<file path="config.mk">
export PLATFORM = sky130hd
export DESIGN_NAME = pe_resp_router
export DESIGN_NICKNAME = d
export VERILOG_FILES = /design/src/rtl/pe_resp_router.sv
export SDC_FILE = /design/constraint.sdc
export NUM_CORES = 1
export LEC_CHECK = 0
export CORE_AREA = 2 2 230 232
export DETAILED_ROUTE_END_ITERATION = 7
export DIE_AREA = 0 0 232 234
export SLEW_MARGIN = 20
export SYNTH_ARGS = -nofsm -noshare
export SYNTH_HDL_FRONTEND = slang
export SYNTH_SLANG_ARGS = --single-unit
</file>
<file path="constraint.sdc">
create_clock -name clk -period 3.9 [get_ports clk]
set_clock_uncertainty 0.2 [all_clocks]
set_input_delay 0.78 -clock clk [delete_from_list [all_inputs] [get_ports clk]]
set_output_delay 0.78 -clock clk [all_outputs]
set_load 0.02 [all_outputs]
</file>
<file path="src/rtl/pe_resp_router.sv">
// Response router: in-order tracker of the slave indices of accepted requests.
// Each response is accepted only from the slave at the head of the tracker.
module pe_resp_router #(
  parameter  int N_SLAVE         = 16,
  parameter  int DATA_WIDTH      = 32,
  parameter  int MAX_OUTSTANDING = 4,
  localparam int LOG_SLAVE       = $clog2(N_SLAVE),
  localparam int CNT_W           = $clog2(MAX_OUTSTANDING) + 1
) (
  input  logic                          clk,
  input  logic                          rst,
  input  logic                          data_req_i,
  input  logic                          data_gnt_i,
  input  logic [LOG_SLAVE-1:0]          data_slave_sel_i,
  input  logic [N_SLAVE-1:0]            slv_r_valid_i,
  input  logic [N_SLAVE*DATA_WIDTH-1:0] slv_r_rdata_i,
  input  logic [N_SLAVE-1:0]            slv_r_opc_i,
  output logic                          data_r_valid_o,
  output logic [DATA_WIDTH-1:0]         data_r_rdata_o,
  output logic                          data_r_opc_o,
  output logic                          block_req_o,
  output logic [CNT_W-1:0]              outstanding_o,
  output logic                          err_o
);

  localparam int PTR_W = $clog2(MAX_OUTSTANDING);

  logic [LOG_SLAVE-1:0]  fifo_q [MAX_OUTSTANDING];
  logic [PTR_W-1:0]      wr_ptr_q, wr_ptr_d;
  logic [PTR_W-1:0]      rd_ptr_q, rd_ptr_d;
  logic [CNT_W-1:0]      cnt_q, cnt_d;
  logic                  r_valid_q;
  logic [DATA_WIDTH-1:0] r_rdata_q;
  logic                  r_opc_q;
  logic                  err_q, err_d;

  logic [LOG_SLAVE-1:0]  head;
  logic [N_SLAVE-1:0]    head_mask;
  logic                  empty, full, pop, push, push_req, overflow, stray;
  logic [DATA_WIDTH-1:0] head_rdata;

  always_comb begin
    head      = fifo_q[rd_ptr_q];
    empty     = (cnt_q == '0);
    full      = (cnt_q == CNT_W'(MAX_OUTSTANDING));
    head_mask = '0;
    if (!empty) head_mask[head] = 1'b1;
    pop       = |(slv_r_valid_i & head_mask);
    // Any valid outside the head slot (all of them when empty) is a protocol error.
    stray     = |(slv_r_valid_i & ~head_mask);
    push_req  = data_req_i & data_gnt_i;
    // When full, a same-cycle pop frees the slot the push lands in.
    push      = push_req & (!full | pop);
    overflow  = push_req & full & !pop;
    head_rdata = slv_r_rdata_i[int'(head)*DATA_WIDTH +: DATA_WIDTH];

    wr_ptr_d = push ? wr_ptr_q + PTR_W'(1) : wr_ptr_q;
    rd_ptr_d = pop  ? rd_ptr_q + PTR_W'(1) : rd_ptr_q;
    cnt_d    = cnt_q;
    if (push && !pop)      cnt_d = cnt_q + CNT_W'(1);
    else if (pop && !push) cnt_d = cnt_q - CNT_W'(1);
    err_d    = err_q | overflow | stray;
  end

  always_ff @(posedge clk or posedge rst) begin
    if (rst) begin
      for (int i = 0; i < MAX_OUTSTANDING; i++) fifo_q[i] <= '0;
      wr_ptr_q  <= '0;
      rd_ptr_q  <= '0;
      cnt_q     <= '0;
      r_valid_q <= 1'b0;
      r_rdata_q <= '0;
      r_opc_q   <= 1'b0;
      err_q     <= 1'b0;
    end else begin
      if (push) fifo_q[wr_ptr_q] <= data_slave_sel_i;
      wr_ptr_q  <= wr_ptr_d;
      rd_ptr_q  <= rd_ptr_d;
      cnt_q     <= cnt_d;
      r_valid_q <= pop;
      if (pop) begin
        r_rdata_q <= head_rdata;
        r_opc_q   <= slv_r_opc_i[head];
      end
      err_q     <= err_d;
    end
  end

  assign data_r_valid_o = r_valid_q;
  assign data_r_rdata_o = r_rdata_q;
  assign data_r_opc_o   = r_opc_q;
  assign block_req_o    = full;
  assign outstanding_o  = cnt_q;
  assign err_o          = err_q;

endmodule

</file>
==> impl_metrics.env, run 1 <==
export IMPL_grt_pass1_wl_mm=60.4
export IMPL_p_per_area_nw_per_um2=934
export IMPL_htree_levels=3
export IMPL_syn_inst=537
export IMPL_slew_violations=0
export IMPL_fin_cells=1800
export IMPL_syn_num_nets=1095
export IMPL_yosysSeqAreaShare=0.204
export IMPL_cts_tree="yes"
export IMPL_synth_compound_area_frac=0.0720
export IMPL_drt_iter0_drc=380
export IMPL_hp_class="reg -> reg"
export IMPL_synth_mux_area_frac=0.585
export IMPL_ff2ff_path_depth=14
export IMPL_cp_startpoint="rd_ptr_q[0]$_DFFE_PP0P_"
export IMPL_cp_cell_sequence="buf_4, mux4_2, nor3b_1, nand3_1, o41ai_1, a311o_1, or2_4, inv_1, ha_2, inv_1, fa_1, xor2_1, nor2_1, xor2_1"
export IMPL_fillers=5411
export IMPL_slowest_delay_ns=0.55
export IMPL_fmax_mhz=270
export IMPL_avgSynthCellArea_um2=13.3
export IMPL_ant_nets=0
export IMPL_finalSetupViolations=0
export IMPL_worstPathArrival_ns=3.77
export IMPL_dr_total_vias=7846
export IMPL_synth_fa_ha_area_frac=0.0116
export IMPL_fp_dieW_um=232
export IMPL_crit_type="reg -> reg"
export IMPL_vias_per_cell=4.36
export IMPL_drt_wl_total_mm=43.9
export IMPL_grtUsageTotal=0.157
export IMPL_synth_top_family_by_area="multiplexers"
export IMPL_final_common_cell="clkdlybuf4s50_1"
export IMPL_ys_seq_elements=58
export IMPL_worstPathMaxFanout=8
export IMPL_synthXorXnorAreaFrac=0.00737
export IMPL_cts_buffers_inserted=9
export IMPL_clkSinkCount=58
export IMPL_post_route_min_period_ns=3.71
export IMPL_port_buffers=590
export IMPL_gp_congestion=0.946
export IMPL_grt_overflow=0
export IMPL_drc=0
export IMPL_final_core_util=0.273
export IMPL_grt_setup_unrepaired="false"
export IMPL_grt_max_degree=132
export IMPL_peakVddDrop_uv=905
export IMPL_finalCritPeriodShare=0.950
export IMPL_holdBufCountCts=0
export IMPL_final_nets=1656
export IMPL_clockBufferDepth=2
export IMPL_clk_pin_slew_worst_paths_ns=0.06
export IMPL_critPathCaptureType="flip-flop"
export IMPL_drtPass1Iterations=4
export IMPL_finalHoldViolations=0
export IMPL_leakagePower_uw=0.00503
export IMPL_reg2reg_slack_ns=0.19
export IMPL_hpwl_mm=37.4
export IMPL_syn_area_um2=7130
export IMPL_drv_cap=0
export IMPL_synth_simple_area_share=0.0742
export IMPL_start_util=0.137
export IMPL_core_um2=52000
export IMPL_root_buffer="clkbuf_16"
export IMPL_worst_skew_pair_late_latency_ns=0.35
export IMPL_grt_pass1_vias=8574
export IMPL_antenna_found_initial=26
export IMPL_die_area_um2=54300
export IMPL_worstReg2RegStart="rd_ptr_q[0]$_DFFE_PP0P_"
export IMPL_r2r_end="outstanding_o[2]$_DFFE_PP0P_"
export IMPL_tightest_slew_ns=0.782
export IMPL_outcome="complete, no violations"
export IMPL_detail_route_wl_per_cell_um=24.4
export IMPL_slew_headroom=0.479
export IMPL_start_kind="flip-flop"
export IMPL_die_h_um=234
export IMPL_io_pins=591
export IMPL_yosys_warnings=0
export IMPL_ys_types=44
export IMPL_endpoint="outstanding_o[2]$_DFFE_PP0P_"
export IMPL_worst_endpoint_required_ns=3.96
export IMPL_slowest_stage="mux4_2"
export IMPL_mostFrequentLayoutCells="clkdlybuf4s50_1 (590), mux4_2 (135), nand3_1 (70)"
export IMPL_area_delta_synth_final_pct=99.0
export IMPL_layout_drive_gt1_share=0.211
export IMPL_rows=84
export IMPL_place_inst=1771
-- final cells by class --
| class | count | area [um2] | area share |
|---|---|---|---|
| Sequential cell | 58 | 1450 | 0.102 |
| Antenna cell | 9 | 22.5 | 0.00159 |
| Timing Repair Buffer | 610 | 6100 | 0.430 |
| Tap cell | 688 | 861 | 0.0607 |
| Clock inverter | 4 | 73.8 | 0.00520 |
| Clock buffer | 12 | 256 | 0.0181 |
| Multi-Input combinational cell | 411 | 5390 | 0.380 |
| Inverter | 8 | 31.3 | 0.00220 |
-- stage by stage --
step | setup WS, ns | cell area [um2] | power [uW] | hold slack [ns] | setup TNS [ns]
2_1_floorplan | 0.243 | 7130 | 9350 | 0.275 | 0
3_3_place_gp | 0.0475 | 13800 | 12300 | 0.290 | 0
3_5_place_dp | -0.0161 | 13800 | 12400 | 0.294 | -0.0356
4_1_cts | 0.116 | 14100 | 13400 | 0.310 | 0
5_1_grt | 0.0239 | 14200 | 14200 | 0.331 | 0
6_report | 0.195 | 14200 | 13200 | 0.309 | 0
-- cell usage after synthesis --
master	instances	share of area
mux4_2	138	0.44
nand3_1	70	0.049
dfrtp_1	58	0.20
mux2i_1	38	0.053
clkbuf_1	33	0.017
o211ai_1	33	0.035
mux2_2	26	0.041
mux2_4	26	0.055
buf_2	16	0.011
nor2_1	9	0.0047
inv_1	8	0.0042
buf_6	7	0.011
o21ai_0	6	0.0042
ha_1	5	0.0088
nand2b_1	5	0.0044
o31ai_1	5	0.0053
buf_1	4	0.0021
nand2_1	4	0.0021
nor3_1	4	0.0028
o311a_1	4	0.0056
or3_1	4	0.0035
o21a_1	3	0.0032
o32ai_1	3	0.0037
xnor2_1	3	0.0037
xor2_1	3	0.0037
a211oi_1	2	0.0021
a21oi_1	2	0.0014
nand4_1	2	0.0018
a2111oi_0	1	0.0012
a21o_1	1	0.0011
a311o_1	1	0.0014
a31oi_1	1	0.00088
a32o_1	1	0.0014
a32oi_1	1	0.0012
and2_1	1	0.00088
and3_1	1	0.00088
fa_1	1	0.0028
nand4b_1	1	0.0012
nor2b_1	1	0.00088
nor3b_1	1	0.0011
o221ai_2	1	0.0021
o311ai_1	1	0.0012
o41ai_1	1	0.0012
or2_1	1	0.00088
-- logic make-up (layout without fill, tap and decap cells) --
family / after synthesis / in the layout
AO/OA/AOI/OAI: 67 / 67
XOR/XNOR: 6 / 6
adder cells (fa/ha/maj): 6 / 6
buffers and inverters: 68 / 634
flip-flops: 58 / 58
multiplexers: 228 / 228
other: 0 / 9
AND/OR/NAND/NOR: 104 / 104
-- repair_timing --
action                                  CTS  global route
gates resized for setup                   2             6
endpoints found under the hold margin     0             0
buffers inserted                          0             4
pin swaps                                 0             2
endpoints found under the setup margin    8             2
-- critical path: cells and delay by family, from the launching register on --
kind            cells  cell delay (ns)
flops               1             0.46
xor+xnor            2             0.34
fa+ha+maj           2             0.55
buf+inv             3             0.27
simple gates        4             0.72
mux                 1             0.55
compound gates      2             0.52
-- state kept, by name, indices dropped and copies added, names as in the netlist --
register        count
outstanding_o       3
data_r_rdata_o     32
data_r_valid_o      1
err_o               1
rd_ptr_q            2
fifo_q             16
data_r_opc_o        1
wr_ptr_q            2
-- how the worst min path moves through the flow --
| stage | from | to | slack, ns | cells past startpoint |
|---|---|---|---|---|
| after detailed placement | data_r_rdata_o[4]$_DFFE_PP0P_ | data_r_rdata_o[4]$_DFFE_PP0P_ | 0.29 | 1 |
| after CTS | data_r_rdata_o[4]$_DFFE_PP0P_ | data_r_rdata_o[4]$_DFFE_PP0P_ | 0.31 | 1 |
| after global placement | fifo_q[6]$_DFFE_PP0P_ | fifo_q[6]$_DFFE_PP0P_ | 0.29 | 1 |
| final | data_r_rdata_o[4]$_DFFE_PP0P_ | data_r_rdata_o[4]$_DFFE_PP0P_ | 0.31 | 1 |
| after global routing | data_r_rdata_o[23]$_DFFE_PP0P_ | data_r_rdata_o[23]$_DFFE_PP0P_ | 0.33 | 1 |
| after floorplan | fifo_q[6]$_DFFE_PP0P_ | fifo_q[6]$_DFFE_PP0P_ | 0.28 | 1 |
-- metal layers --
| metal | part of all wire | global-route usage | vias to the layer above | wire length [um] |
|---|---|---|---|---|
| li1 | - | - | 3422 | - |
| met1 | 0.37 | 0.174 | 3914 | 16300 |
| met2 | 0.52 | 0.280 | 434 | 22600 |
| met3 | 0.081 | 0.0525 | 64 | 3570 |
| met4 | 0.031 | 0.0561 | 12 | 1340 |
| met5 | 0.0017 | 0 | - | 75 |
-- power breakdown --
part           leakage [uW]  switching (uW)  internal [uW]
Combinational       0.00418            5240           5820
Clock              0.000163             329            595
Sequential         0.000684             279            985
Total               0.00503            5850           7400
Note: power is estimated with default switching activity, not from simulation.
==> run 2: changes to the inputs <==
--- a/config.mk
+++ b/config.mk
@@ -6,6 +6,7 @@
 export NUM_CORES = 1
 export LEC_CHECK = 0
 export CORE_AREA = 2 2 230 232
+export CTS_CLUSTER_DIAMETER = 80
 export DETAILED_ROUTE_END_ITERATION = 7
 export DIE_AREA = 0 0 232 234
 export SLEW_MARGIN = 20
==> results of run 2 <==
The final DEF is identical to that of run 1; final timing and power are the same.
==> run 3: changes to the inputs <==
--- a/config.mk
+++ b/config.mk
@@ -5,10 +5,11 @@
 export SDC_FILE = /design/constraint.sdc
 export NUM_CORES = 1
 export LEC_CHECK = 0
-export CORE_AREA = 2 2 230 232
+export ABC_AREA = 1
+export CORE_AREA = 2 2 229 231
 export CTS_CLUSTER_DIAMETER = 80
 export DETAILED_ROUTE_END_ITERATION = 7
-export DIE_AREA = 0 0 232 234
+export DIE_AREA = 0 0 231 233
 export SLEW_MARGIN = 20
 export SYNTH_ARGS = -nofsm -noshare
 export SYNTH_HDL_FRONTEND = slang
==> impl_metrics.env, run 3 <==
export IMPL_reg2reg_slack_ns=0.52
export IMPL_ant_nets=0
export IMPL_ys_types=30
export IMPL_grt_pass1_vias=10200
export IMPL_io_pins=591
export IMPL_fillers=5557
export IMPL_syn_area_um2=6470
export IMPL_grtUsageTotal=0.169
export IMPL_finalHoldViolations=0
export IMPL_post_route_min_period_ns=3.38
export IMPL_dr_total_vias=10000
export IMPL_start_kind="flip-flop"
export IMPL_critPathCaptureType="flip-flop"
export IMPL_vias_per_cell=4.51
export IMPL_hpwl_mm=38.7
export IMPL_postPlaceCellArea_um2=13100
export IMPL_worst_endpoint_required_ns=3.93
export IMPL_finalCritPeriodShare=0.865
export IMPL_r2r_end="outstanding_o[1]$_DFFE_PP0P_"
export IMPL_drc=0
export IMPL_final_common_cell="clkdlybuf4s50_1"
export IMPL_crit_type="reg -> reg"
export IMPL_detail_route_wl_per_cell_um=21.5
export IMPL_peakVddDrop_uv=726
export IMPL_grt_pass1_wl_mm=66.8
export IMPL_synth_edff_count=0
export IMPL_yosysSeqAreaShare=0.224
export IMPL_cpMostUsedCell="nand2_1"
export IMPL_rows=83
export IMPL_hp_class="reg -> reg"
export IMPL_slowest_stage="dfrtp_1"
export IMPL_ys_seq_elements=58
export IMPL_fin_setup_tns_ns=0
export IMPL_synth_largest_area_cell="a22oi_1"
export IMPL_yosys_warnings=0
export IMPL_htree_levels=3
export IMPL_worstReg2RegStart="rd_ptr_q[0]$_DFFE_PP0P_"
export IMPL_root_buffer="clkbuf_16"
export IMPL_cp_depth=19
export IMPL_die_h_um=233
export IMPL_whs_ns=0.282
export IMPL_slew_violations=0
export IMPL_clkSinkCount=58
export IMPL_clockBufferDepth=2
export IMPL_fmax_mhz=296
export IMPL_synth_top_area_share=0.309
export IMPL_drt_wl_total_mm=47.9
export IMPL_die_area_um2=53800
export IMPL_slew_headroom=0.546
export IMPL_holdBufCountCts=0
export IMPL_final_nets=2099
export IMPL_cp_cell_sequence="inv_2, nand2_1, nand2_1, nand2_1, nand2_1, nand2_1, nor2_4, nand3_1, nand2_1, nor2_1, nand2_2, nor2_4, nand2_1, nand2_1, inv_1, ha_1, inv_1, fa_1, mux2_2"
export IMPL_multi_input_area_um2=4540
export IMPL_worstPathMaxFanout=11
export IMPL_core_um2=51100
export IMPL_area_delta_synth_final_pct=107
export IMPL_synth_most_common_cell="nand2_1"
export IMPL_worstPathArrival_ns=3.40
export IMPL_avgSynthCellArea_um2=6.50
export IMPL_grt_setup_unrepaired="false"
export IMPL_synthFlopType="dfrtp_1"
export IMPL_synthArstFlopShare=1.00
export IMPL_finalSetupViolations=0
export IMPL_cp_startpoint="rd_ptr_q[0]$_DFFE_PP0P_"
export IMPL_final_core_util=0.263
export IMPL_syn_inst=995
export IMPL_grt_max_degree=55
export IMPL_worst_skew_pair_late_latency_ns=0.35
export IMPL_start_util=0.127
export IMPL_port_buffers=590
export IMPL_cts_tree="yes"
export IMPL_slowest_delay_ns=0.55
export IMPL_grt_overflow=0
export IMPL_final_cell_area_um2=13400
export IMPL_drtPass1Iterations=6
export IMPL_largest_register_ffs=32
export IMPL_mostFrequentLayoutCells="clkdlybuf4s50_1 (590), nand2_1 (400), a22oi_1 (266)"
export IMPL_syn_num_nets=1553
export IMPL_register_area_um2=1450
export IMPL_path_buf_inv=3
export IMPL_endpoint="outstanding_o[1]$_DFFE_PP0P_"
export IMPL_layout_drive_gt1_share=0.0530
export IMPL_tightest_slew_ns=0.681
export IMPL_drt_iter0_drc=596
export IMPL_gp_congestion=0.931
export IMPL_cts_buffers_inserted=9
export IMPL_ys_top_cells_by_area="a22oi_1 (31%), nand2_1 (23%), dfrtp_1 (22%)"
export IMPL_synthTopCellsByCount="nand2_1 (400), a22oi_1 (266), dfrtp_1 (58)"
export IMPL_cpLargestDelayFamily="simple AND/OR/NAND/NOR gates"
export IMPL_leakagePower_uw=0.00542
export IMPL_p_per_area_nw_per_um2=842
export IMPL_clk_pin_slew_worst_paths_ns=0.06
export IMPL_cts_setup_buffers=0
export IMPL_cts_resized=0
export IMPL_antenna_found_initial=6
export IMPL_drv_cap=0
export IMPL_fp_dieW_um=231
export IMPL_outcome="complete, no violations"
export IMPL_ff2ff_path_depth=19
[run 3: cell types whose count changed in the layout (fill, tap and decap cells not counted), moves of 11 or more]
cell,previous run,this run
nand2_1,4,400
a22oi_1,0,266
mux4_2,135,0
mux2i_1,38,0
o211ai_1,33,0
mux2_4,27,0
nand4_1,2,29
mux2_2,25,1
nand3_1,70,47
a21oi_1,2,23
o21ai_1,0,11
[run 3: kinds of logic (layout without fill, tap and decap cells)]
logic type | after synthesis | in the layout | synth area share
DFF | 58 | 58 | 0.224
AOI/OAI and AO/OA | 317 | 317 | 0.354
adders and majority gates | 6 | 6 | 0.0128
buffers and inverters | 104 | 655 | 0.0758
other | 0 | 2 | 0
muxes | 1 | 1 | 0.00174
xor gates and xnor gates | 3 | 3 | 0.00406
and+or+nand+nor | 506 | 506 | 0.327
[run 3: final cells by class]
class | count | share of cell area
diodes | 2 | 0.000373
repair buffers | 619 | 0.460
well taps | 680 | 0.0634
inverters | 20 | 0.00662
clock inverters | 6 | 0.00494
multi-input cells | 833 | 0.339
flip-flops and latches | 58 | 0.108
clock buffers | 10 | 0.0178
[run 3: worst min path at each step]
stage / start / to / cells past startpoint
CTS: data_r_rdata_o[31]$_DFFE_PP0P_ / data_r_rdata_o[31]$_DFFE_PP0P_ / 2
global route: data_r_rdata_o[17]$_DFFE_PP0P_ / data_r_rdata_o[17]$_DFFE_PP0P_ / 2
finish: data_r_rdata_o[28]$_DFFE_PP0P_ / data_r_rdata_o[28]$_DFFE_PP0P_ / 2
detailed placement: fifo_q[1]$_DFFE_PP0P_ / fifo_q[1]$_DFFE_PP0P_ / 2
global placement: data_r_rdata_o[21]$_DFFE_PP0P_ / data_r_rdata_o[21]$_DFFE_PP0P_ / 2
floorplan: fifo_q[10]$_DFFE_PP0P_ / fifo_q[10]$_DFFE_PP0P_ / 2
[run 3: metal layers]
layer  GRT usage  vias to the layer above  routed length (um)
met5           0                        -                  25
met4      0.0460                        4                1100
met3      0.0488                       58                4390
met2       0.292                      543               22800
met1       0.205                     4736               19600
li1            -                     4705                   -
[run 3: through the flow]
stage,setup WS (ns),std cells,power [uW]
final,0.525,2228,11300
after global placement,0.596,2210,10500
after floorplan,0.967,995,6920
after global routing,0.263,2227,12300
after CTS,0.549,2226,11500
after detailed placement,0.600,2210,10600
[run 3: report_power, final]
| part | internal [uW] | switching, uW |
|---|---|---|
| clock | 513 | 346 |
| combinational | 3230 | 6100 |
| sequential | 909 | 213 |
[run 3: worst register-to-register path, cell delays in order (launching register included)]
cell     delay (ns)
dfrtp_1        0.55
inv_2          0.16
nand2_1        0.11
nand2_1        0.06
nand2_1        0.06
nand2_1        0.07
nand2_1        0.18
nor2_4         0.10
nand3_1        0.10
nand2_1        0.05
nor2_1         0.14
nand2_2        0.08
nor2_4         0.13
nand2_1        0.08
nand2_1        0.12
inv_1          0.08
ha_1           0.18
inv_1          0.11
fa_1           0.43
mux2_2         0.27
